## src/rtl/layer_pkg.sv

```systemverilog
// Shared defaults and the per-channel activation arithmetic for the
// layer post-processing / pooling block.
package layer_pkg;

    localparam int PSUM_W_DEF  = 23;
    localparam int OUT_W_DEF   = 8;
    localparam int SHIFT_W_DEF = 5;

    // ReLU, arithmetic right shift (truncating) and saturation to out_max.
    // Operands are carried at a generous fixed width so any channel geometry
    // up to 64-bit partial sums and 31-bit activations fits.
    function automatic logic [31:0] relu_descale_sat(
        input logic signed [63:0] psum,
        input logic [7:0]         shift,
        input logic [31:0]        out_max
    );
        logic [63:0] mag;
        logic [63:0] descaled;
        logic [31:0] result;
        mag      = psum;
        descaled = mag >> shift;
        if (psum < 0) begin
            result = 32'd0;
        end else if (descaled > {32'd0, out_max}) begin
            result = out_max;
        end else begin
            result = descaled[31:0];
        end
        return result;
    endfunction

endpackage

```

## src/rtl/act_descale_sat.sv

```systemverilog
// One channel of ReLU / descale / saturate, purely combinational.
module act_descale_sat
    import layer_pkg::*;
#(
    parameter int PSUM_W  = PSUM_W_DEF,
    parameter int OUT_W   = OUT_W_DEF,
    parameter int SHIFT_W = SHIFT_W_DEF
) (
    input  logic [PSUM_W-1:0]  psum,
    input  logic [SHIFT_W-1:0] shift,
    output logic [OUT_W-1:0]   act
);

    localparam logic [31:0] OUT_MAX = 32'((64'd1 << OUT_W) - 64'd1);

    logic signed [63:0] psum_ext;

    assign psum_ext = {{(64-PSUM_W){psum[PSUM_W-1]}}, psum};
    assign act      = OUT_W'(relu_descale_sat(psum_ext, 8'(shift), OUT_MAX));

endmodule

```

## src/rtl/layer_postproc_pool.sv

```systemverilog
// Activation post-processing with optional 2x2 max-pool.
// Stage A: per-channel ReLU/descale/saturate, registered.
// Stage B: bypass, or horizontal pair max + line buffer vertical max.
module layer_postproc_pool
    import layer_pkg::*;
#(
    parameter int NCH     = 4,
    parameter int PSUM_W  = PSUM_W_DEF,
    parameter int OUT_W   = OUT_W_DEF,
    parameter int IMG_W   = 16,
    parameter int IMG_H   = 16,
    parameter int SHIFT_W = SHIFT_W_DEF
) (
    input  logic                  clk,
    input  logic                  rstn,
    input  logic                  i_vld,
    input  logic                  i_sof,
    input  logic [NCH*PSUM_W-1:0] i_psum,
    input  logic [SHIFT_W-1:0]    i_shift,
    input  logic                  i_pool_en,
    output logic                  o_vld,
    output logic [NCH*OUT_W-1:0]  o_data,
    output logic                  o_frame_done
);

    localparam int COL_W = (IMG_W > 1) ? $clog2(IMG_W) : 1;
    localparam int ROW_W = (IMG_H > 1) ? $clog2(IMG_H) : 1;
    localparam int LB_D  = IMG_W / 2;
    localparam int LB_AW = (LB_D > 1) ? $clog2(LB_D) : 1;
    localparam int VEC_W = NCH * OUT_W;

    // Position and per-frame configuration
    logic [COL_W-1:0]   col_reg, cur_col;
    logic [ROW_W-1:0]   row_reg, cur_row;
    logic [SHIFT_W-1:0] shift_q, shift_eff;
    logic               pool_q, pool_eff;
    logic               sof_hit;

    // Stage A
    logic [VEC_W-1:0]   act_vec;
    logic               a_vld_reg;
    logic [VEC_W-1:0]   a_data_reg;
    logic               a_col_odd_reg, a_row_odd_reg, a_pool_reg, a_last_reg;
    logic [LB_AW-1:0]   a_lb_idx_reg;

    // Pooling state
    logic [VEC_W-1:0]   hold_reg;
    logic [VEC_W-1:0]   line_buf [LB_D];
    logic [VEC_W-1:0]   lb_rd, hmax, vmax;

    // The start-of-frame pixel uses its own configuration and coordinates
    assign sof_hit   = i_vld & i_sof;
    assign cur_col   = sof_hit ? '0 : col_reg;
    assign cur_row   = sof_hit ? '0 : row_reg;
    assign shift_eff = sof_hit ? i_shift : shift_q;
    assign pool_eff  = sof_hit ? i_pool_en : pool_q;
    assign lb_rd     = line_buf[a_lb_idx_reg];

    for (genvar gi = 0; gi < NCH; gi++) begin : g_ch
        logic [OUT_W-1:0] cur_ch, hold_ch, hmax_ch, lb_ch;

        act_descale_sat #(
            .PSUM_W  (PSUM_W),
            .OUT_W   (OUT_W),
            .SHIFT_W (SHIFT_W)
        ) u_act (
            .psum  (i_psum[gi*PSUM_W +: PSUM_W]),
            .shift (shift_eff),
            .act   (act_vec[gi*OUT_W +: OUT_W])
        );

        assign cur_ch  = a_data_reg[gi*OUT_W +: OUT_W];
        assign hold_ch = hold_reg[gi*OUT_W +: OUT_W];
        assign lb_ch   = lb_rd[gi*OUT_W +: OUT_W];
        assign hmax_ch = (cur_ch > hold_ch) ? cur_ch : hold_ch;
        assign hmax[gi*OUT_W +: OUT_W] = hmax_ch;
        assign vmax[gi*OUT_W +: OUT_W] = (hmax_ch > lb_ch) ? hmax_ch : lb_ch;
    end

    // Raster counters and per-frame configuration, advanced only by valid pixels
    always_ff @(posedge clk or negedge rstn) begin
        if (!rstn) begin
            col_reg <= '0;
            row_reg <= '0;
            shift_q <= '0;
            pool_q  <= 1'b0;
        end else if (i_vld) begin
            if (sof_hit) begin
                shift_q <= i_shift;
                pool_q  <= i_pool_en;
            end
            if (cur_col == COL_W'(IMG_W - 1)) begin
                col_reg <= '0;
                row_reg <= (cur_row == ROW_W'(IMG_H - 1)) ? '0 : cur_row + 1'b1;
            end else begin
                col_reg <= cur_col + 1'b1;
                row_reg <= cur_row;
            end
        end
    end

    // Stage A register: activations plus the pixel's position tags
    always_ff @(posedge clk or negedge rstn) begin
        if (!rstn) begin
            a_vld_reg     <= 1'b0;
            a_data_reg    <= '0;
            a_col_odd_reg <= 1'b0;
            a_row_odd_reg <= 1'b0;
            a_pool_reg    <= 1'b0;
            a_last_reg    <= 1'b0;
            a_lb_idx_reg  <= '0;
        end else begin
            a_vld_reg <= i_vld;
            if (i_vld) begin
                a_data_reg    <= act_vec;
                a_col_odd_reg <= cur_col[0];
                a_row_odd_reg <= cur_row[0];
                a_pool_reg    <= pool_eff;
                a_last_reg    <= (cur_col == COL_W'(IMG_W - 1)) &&
                                 (cur_row == ROW_W'(IMG_H - 1));
                a_lb_idx_reg  <= LB_AW'(cur_col >> 1);
            end
        end
    end

    // Stage B: bypass or pooling; outputs are zero when not valid
    always_ff @(posedge clk or negedge rstn) begin
        if (!rstn) begin
            o_vld        <= 1'b0;
            o_data       <= '0;
            o_frame_done <= 1'b0;
            hold_reg     <= '0;
        end else begin
            o_vld        <= 1'b0;
            o_data       <= '0;
            o_frame_done <= 1'b0;
            if (a_vld_reg) begin
                if (!a_pool_reg) begin
                    o_vld        <= 1'b1;
                    o_data       <= a_data_reg;
                    o_frame_done <= a_last_reg;
                end else if (!a_col_odd_reg) begin
                    hold_reg <= a_data_reg;
                end else if (a_row_odd_reg) begin
                    o_vld        <= 1'b1;
                    o_data       <= vmax;
                    o_frame_done <= a_last_reg;
                end
            end
        end
    end

    // Line buffer: even-row horizontal maxima, consumed by the following odd row
    always_ff @(posedge clk) begin
        if (a_vld_reg && a_pool_reg && a_col_odd_reg && !a_row_odd_reg) begin
            line_buf[a_lb_idx_reg] <= hmax;
        end
    end

endmodule

```

## config.mk

```make
export PLATFORM = sky130hd
export DESIGN_NAME = layer_postproc_pool
export DESIGN_NICKNAME = d
export VERILOG_FILES = /design/src/rtl/layer_pkg.sv /design/src/rtl/act_descale_sat.sv /design/src/rtl/layer_postproc_pool.sv
export SDC_FILE = /design/constraint.sdc
export NUM_CORES = 1
export LEC_CHECK = 0
export BUFFER_PORTS_ARGS = -buffer_cell sky130_fd_sc_hd__buf_4
export CAP_MARGIN = 30
export CORE_MARGIN = 2
export CORE_UTILIZATION = 63
export CTS_BUF_LIST = sky130_fd_sc_hd__clkbuf_4
export DETAILED_ROUTE_END_ITERATION = 7
export GPL_TIMING_DRIVEN = 0
export PLACE_DENSITY = 0.91
export RECOVER_POWER = 25
export REMOVE_ABC_BUFFERS = 1
export SETUP_SLACK_MARGIN = 0.02
export SLEW_MARGIN = 30
export SYNTH_ARGS = -nofsm -noshare
export SYNTH_HDL_FRONTEND = slang
export SYNTH_SLANG_ARGS = --single-unit
```

## constraint.sdc

```tcl
create_clock -name clk -period 4.6 [get_ports clk]
set_clock_uncertainty 0.05 [all_clocks]
set_input_delay 0.92 -clock clk [delete_from_list [all_inputs] [get_ports clk]]
set_output_delay 0.92 -clock clk [all_outputs]
set_load 0.01 [all_outputs]
```

Yosys cells after proc, flatten, opt, wreduce, memory -nomap -nowiden
Memory sizes are Yosys's and may differ from the RTL's. Index checks and enable logic that the tools add are counted.

$add $sub $neg: 2. $lt $le $gt $ge: 16. Equality and inequality tests: 2. Shifts and indexed selects: 4. Multiplexer cells: 37. Bitwise gates (word level): 2. Reductions and logical operators: 7.

Operators with widths (number): $gt 64x8->1 const B (4); $shr 64x5->64 (4); $mux 32 (4); $mux 8 (16); $lt 23x1->1 const B (4); $gt 8x8->1 (8); $mux 4 (5); $mux 1 (11); $add 4x1->4 const B (2); $eq 4x4->1 const B (2); $mux 5 (1); $logic_and 1x1->1 (4); $reduce_and 3->1 (1); $reduce_and 2->1 (1); $and 1x1->1 (1); $logic_not 1->1 (1); $not 1->1 (1).

Register bits after elaboration: 119. RAM bits: 256. Input port bits: 102. Output and inout bits: 34. Word-level logic and storage cells: 85. Memories: 1.

Memory list: line_buf (words 8, width 32, read ports 1, clocked after memory_dff 0, wr ports 1, line layer_postproc_pool.sv:48) `logic [VEC_W-1:0] line_buf [LB_D];`.

Logic depth before layout (Yosys ltp)
Depth after elaboration: 8. Depth in mapped cells: 20. Mapped depth without buffers: 18.

Modules after synthesis
A second synthesis with hierarchy kept.

Cells, all modules: 1902. Area total of the unflattened synthesis: 22819.4 sq um.

Modules (own cells, without submodules): layer_postproc_pool (instances 1, cells an instance 1218, area an instance 17018.8 sq um); act_descale_sat (instances 4, cells an instance 171, area an instance 1450.1 sq um).

Worst setup path before layout
No wires, ideal clock.

Path type: reg-to-reg. Start point: reg a_data_reg[17]. End point: reg o_data[16]. Library setup time: 0.126 ns. Arrival time: 3.962 ns. Data required time: 4.424 ns. Slack: 0.462 ns. Stages on the path, launching flop included: 18. Cells stage by stage: dfrtp_1 -> ha_1 -> nor2b_1 -> o21a_1 -> o21a_1 -> o21ai_0 -> a21oi_1 -> mux2_2 -> ha_1 -> nor2b_1 -> o21a_1 -> o21a_1 -> o21ai_0 -> a21oi_1 -> o31ai_1 -> clkbuf_1 -> nor2_1 -> a221o_1.

Word-level cells in the longest chain between the ends: 8.

Ends and longest elaborated chain: start, declared (line layer_postproc_pool.sv:42) `logic [VEC_W-1:0] a_data_reg;`; start signal, assigned (line layer_postproc_pool.sv:115) `a_data_reg <= act_vec;`; $gt 8x8->1 (line layer_postproc_pool.sv:75) `assign hmax_ch = (cur_ch > hold_ch) ? cur_ch : hold_ch;`; $mux 8 (*) (line layer_postproc_pool.sv:75); via g_ch[2].hmax_ch[1] (line layer_postproc_pool.sv:60) `logic [OUT_W-1:0] cur_ch, hold_ch, hmax_ch, lb_ch;`; $gt 8x8->1 (*) (line layer_postproc_pool.sv:77) `assign vmax[gi*OUT_W +: OUT_W] = (hmax_ch > lb_ch) ? hmax_ch : lb_ch;`; $mux 8 (*) (line layer_postproc_pool.sv:77); $mux 32 (*) (line layer_postproc_pool.sv:144) `end else if (a_row_odd_reg) begin`; $mux 32 (*) (line layer_postproc_pool.sv:142) `end else if (!a_col_odd_reg) begin`; $mux 32 (*) (line layer_postproc_pool.sv:138) `if (!a_pool_reg) begin`; $mux 32 (*) (line layer_postproc_pool.sv:137) `if (a_vld_reg) begin`; end signal, assigned (line layer_postproc_pool.sv:140) `o_data <= a_data_reg;`; end signal, assigned (line layer_postproc_pool.sv:146) `o_data <= vmax;`; end, declared (line layer_postproc_pool.sv:22) `output logic [NCH*OUT_W-1:0] o_data,`.

Mark *: on every way through the listed nets, which the timed path passes. The rest lies on a longest branch. A chain may end at the register's enable or synchronous reset.

Worst setup path after layout
Start point: reg a_data_reg[17]. End point: reg o_data[23].

Word-level cells in the longest chain between the ends: 8.

Ends and longest elaborated chain (line): $gt 8x8->1 (layer_postproc_pool.sv:75); $mux 8 (layer_postproc_pool.sv:75); via g_ch[2].hmax_ch[5] (layer_postproc_pool.sv:60); $gt 8x8->1 (layer_postproc_pool.sv:77); $mux 8 (layer_postproc_pool.sv:77); $mux 32 (layer_postproc_pool.sv:144); $mux 32 (layer_postproc_pool.sv:142); $mux 32 (layer_postproc_pool.sv:138); $mux 32 (layer_postproc_pool.sv:137).

The timed path passes the listed nets, and every way through them passes these cells.

==> impl_metrics.env <==
export IMPL_status="complete, but fails checks"
export IMPL_violations="design-rule violations, max-capacitance violations, max-slew violations"
export IMPL_dr_pass1_iters=8
export IMPL_ios=136
export IMPL_start_util_pct=63.65
export IMPL_track_usage_pct=38.52
export IMPL_core_rowCount=66
export IMPL_p_leak_nw=9.232
export IMPL_muxShareOfSynthArea_pct=8.513
export IMPL_top_register="line_buf"
export IMPL_drc=2
export IMPL_clockBufferDepth=3
export IMPL_cts_root_buffer="clkbuf_4"
export IMPL_slew_headroom_pct=-21.47
export IMPL_grt_util_met2_pct=60.60
export IMPL_place_gp_congestion=0.9764
export IMPL_synth_compound_area_share_pct=18.89
export IMPL_critical_path_max_fanout=11
export IMPL_cts_made_buffers=85
export IMPL_grt_pass1_wl_mm=100.2
export IMPL_cts_sinks=375
export IMPL_placed_cells=2312
export IMPL_die_w_um=184.8
export IMPL_crit_type="reg -> reg"
export IMPL_final_setup_viol_count=0
export IMPL_syn_avg_cell_area_sq_um=11.35
export IMPL_final_max_slew_violation_count=28
export IMPL_first_iter_violations=3076
export IMPL_ys_async_sr_fraction_pct=31.73
export IMPL_yosys_warnings=0
export IMPL_core_area_sq_um=32370
export IMPL_hp_class="in -> reg"
export IMPL_grt_start_max_net_pins=93
export IMPL_seq_area_frac_synth_pct=51.76
export IMPL_synth_area_sq_um=20600
export IMPL_clk_latency_ns=0.78
export IMPL_cts_clk_slew_worst_paths_ns=0.07
export IMPL_mostFrequentLayoutCells="edfxtp_1 (256), nand2_1 (170), clkbuf_4 (138), dfrtp_1 (119), buf_4 (117)"
export IMPL_fin_area_sq_um=23560
export IMPL_wl_per_cell_um=27.00
export IMPL_busiest_layer="met2"
export IMPL_fin_util_pct=72.77
export IMPL_vdd_drop_max_v=0.0003250
export IMPL_drt_wl_total_mm=66.91
export IMPL_grtUsageMet1_pct=49.71
export IMPL_synth_edf_count=256
export IMPL_largest_register_ff_count=256
export IMPL_syn_to_final_growth_pct=14.32
export IMPL_first_global_vias=17560
export IMPL_port_buffers=135
export IMPL_layoutNonFillerInstCount=2478
export IMPL_crit_path_start_kind="flip-flop"
export IMPL_vias_per_cell=7.333
export IMPL_die_y_um=184.8
export IMPL_grt_setup_unrepaired="true"
export IMPL_ys_ff_latch=375
export IMPL_end_kind="flip-flop"
export IMPL_max_freq_mhz=217.4
export IMPL_die_area_sq_um=34170
export IMPL_num_fill_cells=2050
export IMPL_grt_use_met3_pct=8.651
export IMPL_grt_overflow=0
export IMPL_syn_inst=1815
export IMPL_nets=2135
export IMPL_via_count=18170
export IMPL_antenna_found_initial=1
export IMPL_htree_levels=3
export IMPL_worstPathArrival_ns=5.14
export IMPL_power_per_cell_area_nw_per_um2=583.5
export IMPL_synth_simple_area_share_pct=12.59
export IMPL_place_area_sq_um=22370
export IMPL_synth_xor_area_share_pct=0.08501
export IMPL_cts_tree="done"
export IMPL_synth_top_family_by_area="compound AO/OA/AOI/OAI gates"
export IMPL_hold_viol_final=0
export IMPL_layout_min_cycle_time_ns=4.599
export IMPL_drv_cap=1
export IMPL_synth_fa_ha_area_share_pct=4.008
export IMPL_worstPathRequired_ns=5.14
export IMPL_period_share_pct=99.97
export IMPL_drive_gt1_share_pct=22.90
export IMPL_drtAntennaViolNets=0
export IMPL_yosysUniqueCellTypes=94
export IMPL_worst_slew_pin_slew_ns=1.822
export IMPL_synth_main_ff_cell="edfxtp_1"
export IMPL_mostFrequentLayoutCell="edfxtp_1"
export IMPL_power_mw=13.75
export IMPL_hpwlAfterDp_mm=41.17
synthesized netlist by cell type, drive strengths merged (25+ instances only):
cell,instances,share of area (%)
clkbuf,58,1.1
a22oi,109,4.0
and2,28,0.85
dfrtp,119,14
nor2,66,1.3
ha,66,4.0
a211oi,25,0.94
and3,33,1.1
mux2i,76,3.8
nand2,170,3.1
mux2,49,2.7
buf,56,1.9
a31oi,25,0.76
nand3,97,2.5
edfxtp,256,37
o21ai,90,2.2
inv,66,1.2
a21oi,69,1.7
kinds of logic after synthesis:
kind of cell	after synthesis
compound gates	543
xor+xnor	2
fa+ha+maj	66
buf+inv	180
flops	375
mux	143
simple gates	506
per-stage QoR:
stage	hold WS, ns	TNS (ns)	setup slack (ns)
4_1_cts	0.3561	0	0.05907
2_1_floorplan	0.3966	-16.95	-0.4692
3_5_place_dp	0.4368	-10.94	-0.5039
5_1_grt	0.3572	-0.1190	-0.04180
6_report	0.3666	0	0.001228
3_3_place_gp	0.4148	-160.33	-3.055
power breakdown:
group / internal (mW) / total (mW) / leakage [nW] / switching (mW)
clock: 1.35 / 2.75 / 0.684 / 1.40
combinational: 2.32 / 6.27 / 4.71 / 3.95
sequential: 4.42 / 4.73 / 3.84 / 0.310
final timing paths:
path                                            start                endpoint  slack [ns]  cells after the start
setup reg to reg           a_data_reg[17]$_DFFE_PN0P_    o_data[23]$_DFF_PN0_       0.001                     16
min in group asynchronous                        rstn    o_data[17]$_DFF_PN0_        1.18                      2
hold / removal                              i_pool_en  a_pool_reg$_DFFE_PN0P_        0.37                      2
max in group asynchronous                        rstn    o_data[22]$_DFF_PN0_        2.05                      3
hold reg to reg                a_last_reg$_DFFE_PN0P_  a_last_reg$_DFFE_PN0P_        0.46                      1
setup / recovery           a_data_reg[17]$_DFFE_PN0P_    o_data[23]$_DFF_PN0_       0.001                     16
final cells by class:
cell class | instances | area [sq um] | area share [%]
timing repair buffer | 179 | 1625 | 6.900
clock inverter | 18 | 73.82 | 0.3134
tap | 442 | 553.0 | 2.348
antenna | 1 | 2.502 | 0.01062
multi-input combinational | 1260 | 9351 | 39.70
sequential | 375 | 10670 | 45.28
clock buffer | 137 | 1028 | 4.366
inverter | 66 | 255.2 | 1.084
critical path, stage by stage, from the launching register on:
cell and delay [ns]:
dfrtp_1 0.47, ha_1 0.38, nor2b_1 0.17, o21a_1 0.19
o21a_1 0.18, o21ai_1 0.25, a21oi_4 0.12, buf_4 0.21
mux2i_2 0.38, inv_1 0.27, ha_1 0.38, nand3_1 0.19
a21oi_1 0.28, o31ai_4 0.11, buf_4 0.19, or2_2 0.29
a31o_2 0.32
per-layer routing:
metal | part of all wire [%] | routed length, um
met5 | 0 | 0
met4 | 6.3 | 4202
met3 | 12 | 8192
met2 | 46 | 30640
met1 | 36 | 23880
timing repair:
action	CTS	global route
resized for setup	14	17
pin swaps	1	5
setup buffers	3	5
endpoints found under the setup margin	32	31
hold endpoints to repair	27	0
hold buffers	1	0
cloned	0	0
Note: power is estimated with default switching activity, not from simulation.
